--- config.mk ---
export PLATFORM = sky130hd
export DESIGN_NAME = s_p_frame_ctrl
export DESIGN_NICKNAME = d
export VERILOG_FILES = /design/src/rtl/s_p_frame_ctrl.sv
export SDC_FILE = /design/constraint.sdc
export NUM_CORES = 1
export LEC_CHECK = 0
export ABC_AREA = 1
export BUFFER_PORTS_ARGS = -buffer_cell sky130_fd_sc_hd__clkbuf_2
export CORE_MARGIN = 5
export CORE_UTILIZATION = 30
export CTS_BUF_LIST = sky130_fd_sc_hd__clkbuf_2
export DETAILED_ROUTE_END_ITERATION = 7
export RECOVER_POWER = 100
export SETUP_SLACK_MARGIN = 0.02
export SLEW_MARGIN = 5
export SYNTH_ARGS = -nofsm -noshare
export SYNTH_HDL_FRONTEND = slang
export SYNTH_SLANG_ARGS = --single-unit
--- constraint.sdc ---
create_clock -name CK -period 1.5 [get_ports CK]
set_clock_uncertainty 0.15 [all_clocks]
set_input_delay 0.15 -clock CK [delete_from_list [all_inputs] [get_ports CK]]
set_output_delay 0.15 -clock CK [all_outputs]
set_load 0.01 [all_outputs]
--- src/rtl/s_p_frame_ctrl.sv ---
// Frame sequencer for the serial-to-parallel datapath: gates the shift chain for one
// frame, pulses the output-latch enable and holds the word behind a VALID/READY handshake.
module s_p_frame_ctrl #(
    parameter int C_BITS_OUT = 255,
    parameter int C_DROP_W   = 8
) (
    input  logic                            CK,
    input  logic                            RST,
    input  logic                            SOF,
    input  logic                            READY,
    input  logic                            CLR_OVF,
    output logic                            SHIFT_EN,
    output logic                            LATCH_EN,
    output logic [$clog2(C_BITS_OUT+1)-1:0] BIT_CNT,
    output logic                            BUSY,
    output logic                            VALID,
    output logic                            OVF,
    output logic [C_DROP_W-1:0]             DROP_CNT
);
    localparam int CW = $clog2(C_BITS_OUT + 1);
    localparam logic [CW-1:0] LAST = CW'(C_BITS_OUT - 1);
    localparam logic [CW-1:0] FULL = CW'(C_BITS_OUT);

    typedef enum logic [1:0] {IDLE, SHIFT, LATCH} state_t;

    state_t                state_q, state_d;
    logic [CW-1:0]         bit_cnt_q, bit_cnt_d;
    logic                  valid_q, valid_d;
    logic                  ovf_q, ovf_d;
    logic [C_DROP_W-1:0]   drop_cnt_q, drop_cnt_d;
    logic                  shift_en, latch_en, overrun;

    always_ff @(posedge CK or negedge RST) begin
        if (!RST) begin
            state_q    <= IDLE;
            bit_cnt_q  <= '0;
            valid_q    <= 1'b0;
            ovf_q      <= 1'b0;
            drop_cnt_q <= '0;
        end else begin
            state_q    <= state_d;
            bit_cnt_q  <= bit_cnt_d;
            valid_q    <= valid_d;
            ovf_q      <= ovf_d;
            drop_cnt_q <= drop_cnt_d;
        end
    end

    always_comb begin
        state_d   = state_q;
        bit_cnt_d = bit_cnt_q;
        shift_en  = 1'b0;
        latch_en  = 1'b0;
        overrun   = 1'b0;
        case (state_q)
            IDLE: begin
                if (SOF) begin
                    shift_en  = 1'b1;
                    bit_cnt_d = CW'(1);
                    state_d   = SHIFT;
                end
            end
            SHIFT: begin
                // SOF is deliberately ignored here: a frame always runs to completion
                shift_en = 1'b1;
                if (bit_cnt_q == LAST) begin
                    bit_cnt_d = FULL;
                    state_d   = LATCH;
                end else begin
                    bit_cnt_d = bit_cnt_q + CW'(1);
                end
            end
            LATCH: begin
                overrun  = valid_q & ~READY;
                latch_en = ~overrun;
                if (SOF) begin
                    shift_en  = 1'b1;
                    bit_cnt_d = CW'(1);
                    state_d   = SHIFT;
                end else begin
                    bit_cnt_d = '0;
                    state_d   = IDLE;
                end
            end
            default: begin
                bit_cnt_d = '0;
                state_d   = IDLE;
            end
        endcase

        valid_d = valid_q;
        if (latch_en)
            valid_d = 1'b1;
        else if (valid_q && READY)
            valid_d = 1'b0;

        ovf_d      = ovf_q;
        drop_cnt_d = drop_cnt_q;
        if (CLR_OVF) begin
            ovf_d      = 1'b0;
            drop_cnt_d = '0;
        end
        // An overrun in the clear cycle still counts, on top of the cleared value
        if (overrun) begin
            ovf_d = 1'b1;
            if (!(&drop_cnt_d))
                drop_cnt_d = drop_cnt_d + C_DROP_W'(1);
        end
    end

    assign SHIFT_EN = shift_en & RST;
    assign LATCH_EN = latch_en & RST;
    assign BIT_CNT  = bit_cnt_q;
    assign BUSY     = (state_q != IDLE);
    assign VALID    = valid_q;
    assign OVF      = ovf_q;
    assign DROP_CNT = drop_cnt_q;
endmodule

==> out/results.ini, run 1 <==
[synth]
synth_seq_cells=20
yosysSeqAreaShare_pct=39.1
yosysTopAreaCell=dfrtp_1
netlist_top_cells_area=dfrtp_1 (39%), nand2_1 (16%), nand3_1 (6.7%), inv_1 (5.0%), nor2_4 (4.4%)
synth.distinct_cells=24
postSynthCellCount=164
synth.avg_cell_area_um2=7.80
syn-num-nets=172
yosysTopAreaCellShare_pct=39.1
synth_area_um2=1280
synth_warnings=0

[setup_path]
worstPathMaxFanout=3
critPathLaunchType=flop
worstPathRequired_ps=1200
slowest_stage=dfrtp_1
crit_arrival_ps=1230
critical_path.top_delay_family=flip-flops
path_cells=inv_2 > nand2_2 > nor3_2 > buf_2
critical_path.max_stage_delay_ps=470
path_class=reg2out
critPathCaptureType=output port
critical_path_buf_inv_count=2

[timing]
maxSlewHeadroom_pct=65.1
whs_ps=30.6
hold_violations=0
worstMarginPinSlew_ps=523
period_share_pct=102
slew_viol_final=0
setup_ws_ps=-34.5
rsz0062_at_grt=yes
max_freq_mhz=652
finalSetupViolCount=4
period_minus_slack_ps=1530

[clock_tree]
cts_max_path_buffers=2
cts_tree=yes
clock-sinks=20
cts_made_buffers=3
clk_latency_ps=310
htree_num_levels=1
path_clk_slew_ps=200
root_buffer=clkbuf_2

[placed_design]
routabilityCongestion=0.757
place_ws_ps=5.06
placed_cell_area_um2=1500
hpwlAfterDp_um=2290
port_buffers=25

[final_layout]
antenna_cells=0
regArea_um2=503
syn_to_final_growth_pct=37.0
fillCellCount=410
layout-drive-gt1-share_pct=45.2
nNetsFinal=220
multi_input_area_um2=815
final_area_um2=1750

[grt]
grt_pass1_vias=1147
overflow=0
antenna_found_initial=0
grt_max_degree=21
grt_pass1_wl_um=5230
grt_usage_pct=11.8

[run_status]
run_status=complete, but fails checks
failed_checks=negative setup slack

[drt]
ant_nets=0
viasPerCell=4.67
drt_first_pass_iters=4
drt_iter0_drc=51
wl_um=3230
avgRoutedWirePerCell_um=12.4
route.detailed.drc=0
vias=1213

[floorplan]
die_w_um=75.3
boundaryPins=26
chipHeight_um=75.3
start_util_pct=31.5
die_area_um2=5670
coreArea_um2=4060
fp-row-count=23

[pwr]
powerDensity_nw_per_um2=457
peakVddDrop_mv=0.320
p_leak_nw=0.948

[worst_hold_path]
hp-class=in2reg

[run]
drv_cap=0

-- state kept, by name, summed over array words and instances (netlist names) --
register / cells
VALID: 1
DROP_CNT: 8
BIT_CNT: 8
OVF: 1
state_q: 2
-- synthesized netlist by cell type, drive strengths merged --
| cell type | number |
|---|---|
| nand2 | 63 |
| inv | 21 |
| dfrtp | 20 |
| nand3 | 20 |
| nor2 | 17 |
| o21ai | 7 |
| a21oi | 3 |
| ha | 3 |
| nand3b | 3 |
| nand4 | 2 |
| xnor2 | 2 |
| buf | 1 |
| nor3 | 1 |
| o21bai | 1 |
-- tightest hold or removal path: stages --
cell	delay, ps
clkbuf_2	80
inv_2	40
nand2_2	70
nand3_1	70
nand2_1	60
-- cells by family (layout without fill, tap and decap cells) --
group,after synthesis,after routing,synth area share (%)
buffers and inverters,22,68,7.04
AO/OA/AOI/OAI,11,11,4.79
AND/OR/NAND/NOR,106,106,44.7
adder cells (fa/ha/maj),3,3,2.94
flip-flops,20,20,39.1
XOR/XNOR,2,2,1.37
-- cell usage in the layout (no fill, tap or decap), types with 3 or more instances in the layout --
cell	instances
nand2_1	46
clkbuf_2	25
dfrtp_1	18
buf_4	16
nand3_1	15
inv_1	14
nor2_4	10
nand2_2	9
nand2_4	8
inv_2	6
nor2_2	4
o21ai_0	4
nand3b_1	3
nand3_2	3
-- path summary, 6_finish.rpt --
kind	from	to	slack [ps]	cells past startpoint
worst max-delay path	state_q[0]	LATCH_EN	-30	4
worst min-delay path	CLR_OVF	DROP_CNT[0]	30	5
worst max register to register	DROP_CNT[1]	DROP_CNT[4]	-20	9
worst min register to register	OVF	OVF	360	2
max in group asynchronous	RST	BIT_CNT[0]	510	3
min in group asynchronous	RST	DROP_CNT[7]	310	3
-- timing repair --
| action | in CTS | in global routing |
|---|---|---|
| endpoints found under the hold margin | 24 | 0 |
| gates resized for setup | 13 | 26 |
| setup endpoints to repair | 11 | 19 |
| pin swaps | 6 | 13 |
| setup buffers | 3 | 8 |
| hold buffers | 2 | 0 |
-- report_power, final --
| group | total [W] | switching (W) | internal, W |
|---|---|---|---|
| Sequential | 0.000540 | 0.0000000000000000000837 | 0.000540 |
| Combinational | 0.0000376 | 0.0000253 | 0.0000122 |
| Clock | 0.000223 | 0.000169 | 0.0000545 |
-- final cells by class --
| cell class | instances | area share, % |
|---|---|---|
| Inverter | 21 | 4.64 |
| Timing Repair Buffer | 44 | 15.7 |
| Sequential cell | 20 | 28.7 |
| Tap cell | 50 | 3.57 |
| Multi-Input combinational cell | 122 | 46.5 |
| Clock buffer | 3 | 0.857 |
-- stage by stage --
stage                     total power (W)  std cells  utilization [%]  TNS [ps]
after floorplan                  0.000561        164                -         0
after global placement           0.000584        244             37.0         0
after detailed placement         0.000584        244             37.0         0
after CTS                        0.000818        252             39.5      -147
after global routing             0.000834        260             43.2      -639
final                            0.000801        260             43.2     -74.3
-- layer usage --
metal / global-route usage, % / vias up / wire [um] / part of all wire (%)
met1: 14.9 / 573 / 1380 / 43
met5: 0 / - / 0 / 0
met3: 4.14 / 2 / 218 / 6.7
met4: 1.17 / 0 / 13 / 0.40
met2: 20.2 / 26 / 1620 / 50
li1: - / 612 / - / -
No activity file was read; power rests on OpenSTA's default activity.
==> run 2, diff against run 1 <==
Settings changed: CORE_MARGIN 5 to 2.
==> out/results.ini, run 2 (synthesized netlist as in run 1, its figures left out) <==
[setup_path]
critPathLaunchType=flop
reg2reg_slack_ps=-10  ; about the same
regToRegEndpoint=DROP_CNT[4]
path_cells=inv_2 > nand2_4 > a21oi_2 > buf_2
endpoint=SHIFT_EN
startpoint=state_q[0]
critical_path.max_stage_delay_ps=460  ; about the same
rr_startpoint=DROP_CNT[0]
crit_arrival_ps=1240  ; about the same
worstPathRequired_ps=1200  ; about the same
reg2regPathDepth=9  ; unchanged
worstPathMaxFanout=3  ; unchanged
slowest_stage=dfrtp_1
critPathCaptureType=output port
path_class=reg2out

[pwr]
clkPwrFrac_pct=40.9  ; +13 points
p_seq_share_pct=55.0  ; -12 points
swShare_pct=20.0  ; -4.2 points
power.internal_w=0.000784  ; +29%
power_switching_w=0.000197  ; +1.4%
p_total_w=0.000981  ; +23%
powerDensity_nw_per_um2=559  ; +22%
p_leak_nw=0.995  ; +4.9%
p_comb_share_pct=4.1  ; -0.6 points
peakVddDrop_mv=0.319  ; -0.43%

[timing]
period_minus_slack_ps=1540  ; +6.01 ps
rsz0062_at_grt=yes
max_freq_mhz=649  ; -0.39%
setup_tns_ps=-112  ; -37.4 ps
period_share_pct=103  ; +0.40 points
maxSlewHeadroom_pct=66.5  ; +1.4 points
setup_ws_ps=-40.5  ; -6.01 ps
whs_ps=118  ; +87.8 ps
finalSetupViolCount=4  ; unchanged
worstMarginPinSlew_ps=502  ; -21.1 ps
slew_viol_final=0  ; unchanged
hold_violations=0  ; unchanged

[placed_design]
routabilityCongestion=0.843  ; +11%
placed_cell_area_um2=1500  ; unchanged
hpwlAfterDp_um=2120  ; -7.6%
port_buffers=25  ; unchanged

[drt]
route.detailed.drc=0  ; unchanged
wl_um=3080  ; -4.6%
drt_first_pass_iters=4  ; unchanged
viasPerCell=4.61  ; -1.3%
drt_iter0_drc=71  ; +39%
ant_nets=0  ; unchanged
avgRoutedWirePerCell_um=11.8  ; -5.3%
vias=1207  ; -0.49%

[floorplan]
fp-row-count=23  ; unchanged
boundaryPins=26  ; unchanged
die_w_um=69.3  ; -8.0%
coreArea_um2=4060  ; unchanged
die_area_um2=4800  ; -15%
chipHeight_um=69.3  ; -8.0%
start_util_pct=31.5  ; unchanged

[grt]
grt_max_degree=21  ; unchanged
overflow=0  ; unchanged
antenna_found_initial=0  ; unchanged
grt_pass1_vias=1117  ; -2.6%
grt_pass1_wl_um=5050  ; -3.4%
grt_usage_pct=12.8  ; +0.94 points

[worst_hold_path]
hp-class=in2reg

[run_status]
failed_checks=negative setup slack
run_status=complete, but fails checks

[clock_tree]
cts_tree=yes
root_buffer=clkbuf_2
clock-sinks=20  ; unchanged
htree_num_levels=1  ; unchanged
cts_made_buffers=3  ; unchanged
clk_latency_ps=330  ; +20 ps
path_clk_slew_ps=200  ; about the same
cts_max_path_buffers=2  ; unchanged

[final_layout]
final_common_cell=nand2_1
final_area_um2=1760  ; +0.29%
antenna_cells=0  ; unchanged
syn_to_final_growth_pct=37.4
layout-drive-gt1-share_pct=42.5  ; -2.8 points
layout_common_cells=nand2_1 (48), clkbuf_2 (27), dfrtp_1 (20)
nNetsFinal=221  ; +0.45%

[run]
drv_cap=0  ; unchanged

## run 2: worst min path at each step
stage / endpoint / startpoint / cells after the start / slack, ps
final: DROP_CNT[2] / CLR_OVF / 5 / 120
after global routing: DROP_CNT[2] / CLR_OVF / 5 / 110
after CTS: state_q[0] / SOF / 3 / -60
after detailed placement: DROP_CNT[7] / RST / 2 / 10
after global placement: DROP_CNT[7] / RST / 2 / 20
after floorplan: BIT_CNT[0] / RST / 0 / -300
## run 2: repair_timing
| item | in CTS | in global routing |
|---|---|---|
| resized for setup | 8 | 19 |
| endpoints found under the setup margin | 10 | 19 |
| setup buffers | 1 | 8 |
| endpoints found under the hold margin | 28 | 2 |
| hold buffers | 4 | 1 |
| pin swaps | 4 | 11 |
## run 2: final cells by class
cell class                 instances  area (um2)
clock buffer                       3        15.0
timing repair buffer              45         288
sequential                        20         500
fill                             413        2300
inverter                          21        78.8
clock inverter                     1        30.0
tap                               50        62.6
multi-input combinational        122         782
## run 2: power groups by stage
stage	clock, W	sequential (W)	combinational, W
final	0.000401	0.000540	0.0000403
after detailed placement	0	0.000549	0.0000333
after CTS	0.000419	0.000540	0.0000385
after global routing	0.000443	0.000540	0.0000458
after global placement	0	0.000549	0.0000334
after floorplan	0	0.000550	0.0000114
## run 2: metrics by stage
step	util, %	std cells	worst slack (ps)
floorplan	-	164	31.5
global placement	37.0	244	36.0
detailed placement	37.0	244	17.7
CTS	39.7	253	-90.3
global route	43.3	262	-148
finish	43.3	262	-40.5
## run 2: metal layers
metal | GRT usage (%) | vias to the layer above | part of all wire [%] | wire, um
li1 | - | 620 | - | -
met1 | 16.8 | 560 | 45 | 1400
met2 | 20.9 | 23 | 50 | 1530
met3 | 3.49 | 4 | 3.9 | 121
met4 | 2.61 | 0 | 0.71 | 22
met5 | 0 | - | 0 | 0
## run 2: worst max-delay path, delay by kind of cell (launching register included)
kind / cells / cell delay [ps]
DFF: 1 / 460
and+or+nand+nor: 1 / 70
buffers and inverters: 2 / 270
AOI/OAI and AO/OA: 1 / 120
==> run 3, diff against run 2 <==
Settings changed: RECOVER_POWER 100 to unset, SKIP_CTS_REPAIR_TIMING set to 1.
==> out/results.ini, run 3 (synthesized netlist as in run 1, its figures left out) <==
[timing]
maxSlewHeadroom_pct=81.0  ; +14 points
period_minus_slack_ps=1530  ; -11.5 ps
slew_viol_final=0  ; unchanged
whs_ps=117  ; -1.77 ps
rsz0062_at_grt=yes
worstMarginPinSlew_ps=285  ; -217 ps
max_freq_mhz=654  ; +0.75%
setup_ws_ps=-29.1  ; +11.5 ps
setup_tns_ps=-60.5  ; +51.2 ps
hold_violations=0  ; unchanged
period_share_pct=102  ; -0.76 points
finalSetupViolCount=3  ; -1

[grt]
grt_pass1_wl_um=4870  ; -3.5%
overflow=0  ; unchanged
grt_usage_pct=12.3  ; -0.43 points
antenna_found_initial=0  ; unchanged
grt_max_degree=21  ; unchanged
grt_pass1_vias=1070  ; -4.2%

[drt]
drt_iter0_drc=44  ; -38%
ant_nets=0  ; unchanged
route.detailed.drc=0  ; unchanged
vias=1189  ; -1.5%
wl_um=2990  ; -3.0%
drt_first_pass_iters=4  ; unchanged
viasPerCell=4.57  ; -0.73%
avgRoutedWirePerCell_um=11.5  ; -2.3%

[placed_design]
place_ws_ps=17.7  ; unchanged
hpwlAfterDp_um=2120  ; unchanged
place_inst=244  ; unchanged
port_buffers=25  ; unchanged
routabilityCongestion=0.843  ; unchanged

[final_layout]
layout_common_cells=nand2_1 (48), clkbuf_2 (26), dfrtp_1 (20)
syn_to_final_growth_pct=34.8
nNetsFinal=219  ; -0.90%
layout-drive-gt1-share_pct=41.4  ; -1.0 points
final_common_cell=nand2_1
antenna_cells=0  ; unchanged
fin_cells=260  ; -0.76%

[clock_tree]
clk_latency_ps=330  ; about the same
root_buffer=clkbuf_2
cts_made_buffers=3  ; unchanged
path_clk_slew_ps=200  ; about the same
cts_max_path_buffers=2  ; unchanged
htree_num_levels=1  ; unchanged
cts_tree=yes
clock-sinks=20  ; unchanged

[pwr]
power.internal_w=0.000787  ; +0.32%
power_switching_w=0.000198  ; +0.44%
peakVddDrop_mv=0.319  ; about the same
clkPwrFrac_pct=40.8  ; about the same
p_seq_share_pct=54.8  ; -0.2 points
p_leak_nw=0.948  ; -4.7%
swShare_pct=20.1  ; about the same
powerDensity_nw_per_um2=571  ; +2.2%
p_comb_share_pct=4.4  ; +0.3 points

[floorplan]
chipHeight_um=69.3  ; unchanged
coreArea_um2=4060  ; unchanged
start_util_pct=31.5  ; unchanged
die_w_um=69.3  ; unchanged
boundaryPins=26  ; unchanged
die_area_um2=4800  ; unchanged
fp-row-count=23  ; unchanged

[setup_path]
critical_path_buf_inv_count=2  ; unchanged
critPathLaunchType=flop
critPathCaptureType=output port
path_class=reg2out
worstPathMaxFanout=3  ; unchanged
crit_arrival_ps=1230  ; about the same
slowest_stage=dfrtp_1
worstPathRequired_ps=1200  ; about the same
critical_path.top_delay_family=flip-flops
path_cells=inv_2 > nand2_4 > nor3_2 > buf_2
critical_path.max_stage_delay_ps=460  ; about the same

[run_status]
failed_checks=negative setup slack
run_status=complete, but fails checks

[run]
drv_cap=0  ; unchanged

[worst_hold_path]
hp-class=in2reg

==> run 3: path summary, 6_finish.rpt <==
path	start	cells after the start	end	slack, ps
hold / removal	CLR_OVF	5	DROP_CNT[2]	120
hold reg to reg	OVF	2	OVF	360
max in group asynchronous	RST	3	VALID	770
setup / recovery	state_q[0]	4	LATCH_EN	-30
min in group asynchronous	RST	3	DROP_CNT[7]	200
setup reg to reg	DROP_CNT[0]	9	DROP_CNT[4]	-10
==> run 3: metrics by stage <==
stage	total power, W	util, %	instance area [um2]
floorplan	0.000561	-	1280
global placement	0.000583	37.0	1500
detailed placement	0.000583	37.0	1500
CTS	0.000993	38.1	1550
global route	0.00103	42.5	1720
finish	0.000985	42.5	1720
==> run 3: worst min-delay path: cells and delay by family <==
kind	cells	cell delay [ps]
buffers and inverters	3	300
AND/OR/NAND/NOR	2	130
==> run 3: power by group through the flow <==
stage | Clock [W] | Combinational (W) | Sequential (W)
after floorplan | 0 | 0.0000114 | 0.000550
after global placement | 0 | 0.0000334 | 0.000549
after detailed placement | 0 | 0.0000333 | 0.000549
after CTS | 0.000419 | 0.0000334 | 0.000540
after global routing | 0.000442 | 0.0000488 | 0.000540
final | 0.000402 | 0.0000431 | 0.000540
==> run 3: per-layer routing <==
metal / vias to the layer above / global-route usage (%) / wire (um)
met4: 0 / 2.61 / 22
met5: - / 0 / 0
met2: 22 / 19.9 / 1440
li1: 615 / - / -
met3: 4 / 3.49 / 109
met1: 548 / 16.5 / 1410
==> run 3: area by class of cell <==
cell class / count / area [um2]
Clock buffer: 3 / 15.0
Clock inverter: 1 / 30.0
Fill cell: 419 / 2330
Inverter: 21 / 78.8
Multi-Input combinational cell: 122 / 767
Sequential cell: 20 / 500
Tap cell: 50 / 62.6
Timing Repair Buffer: 43 / 270
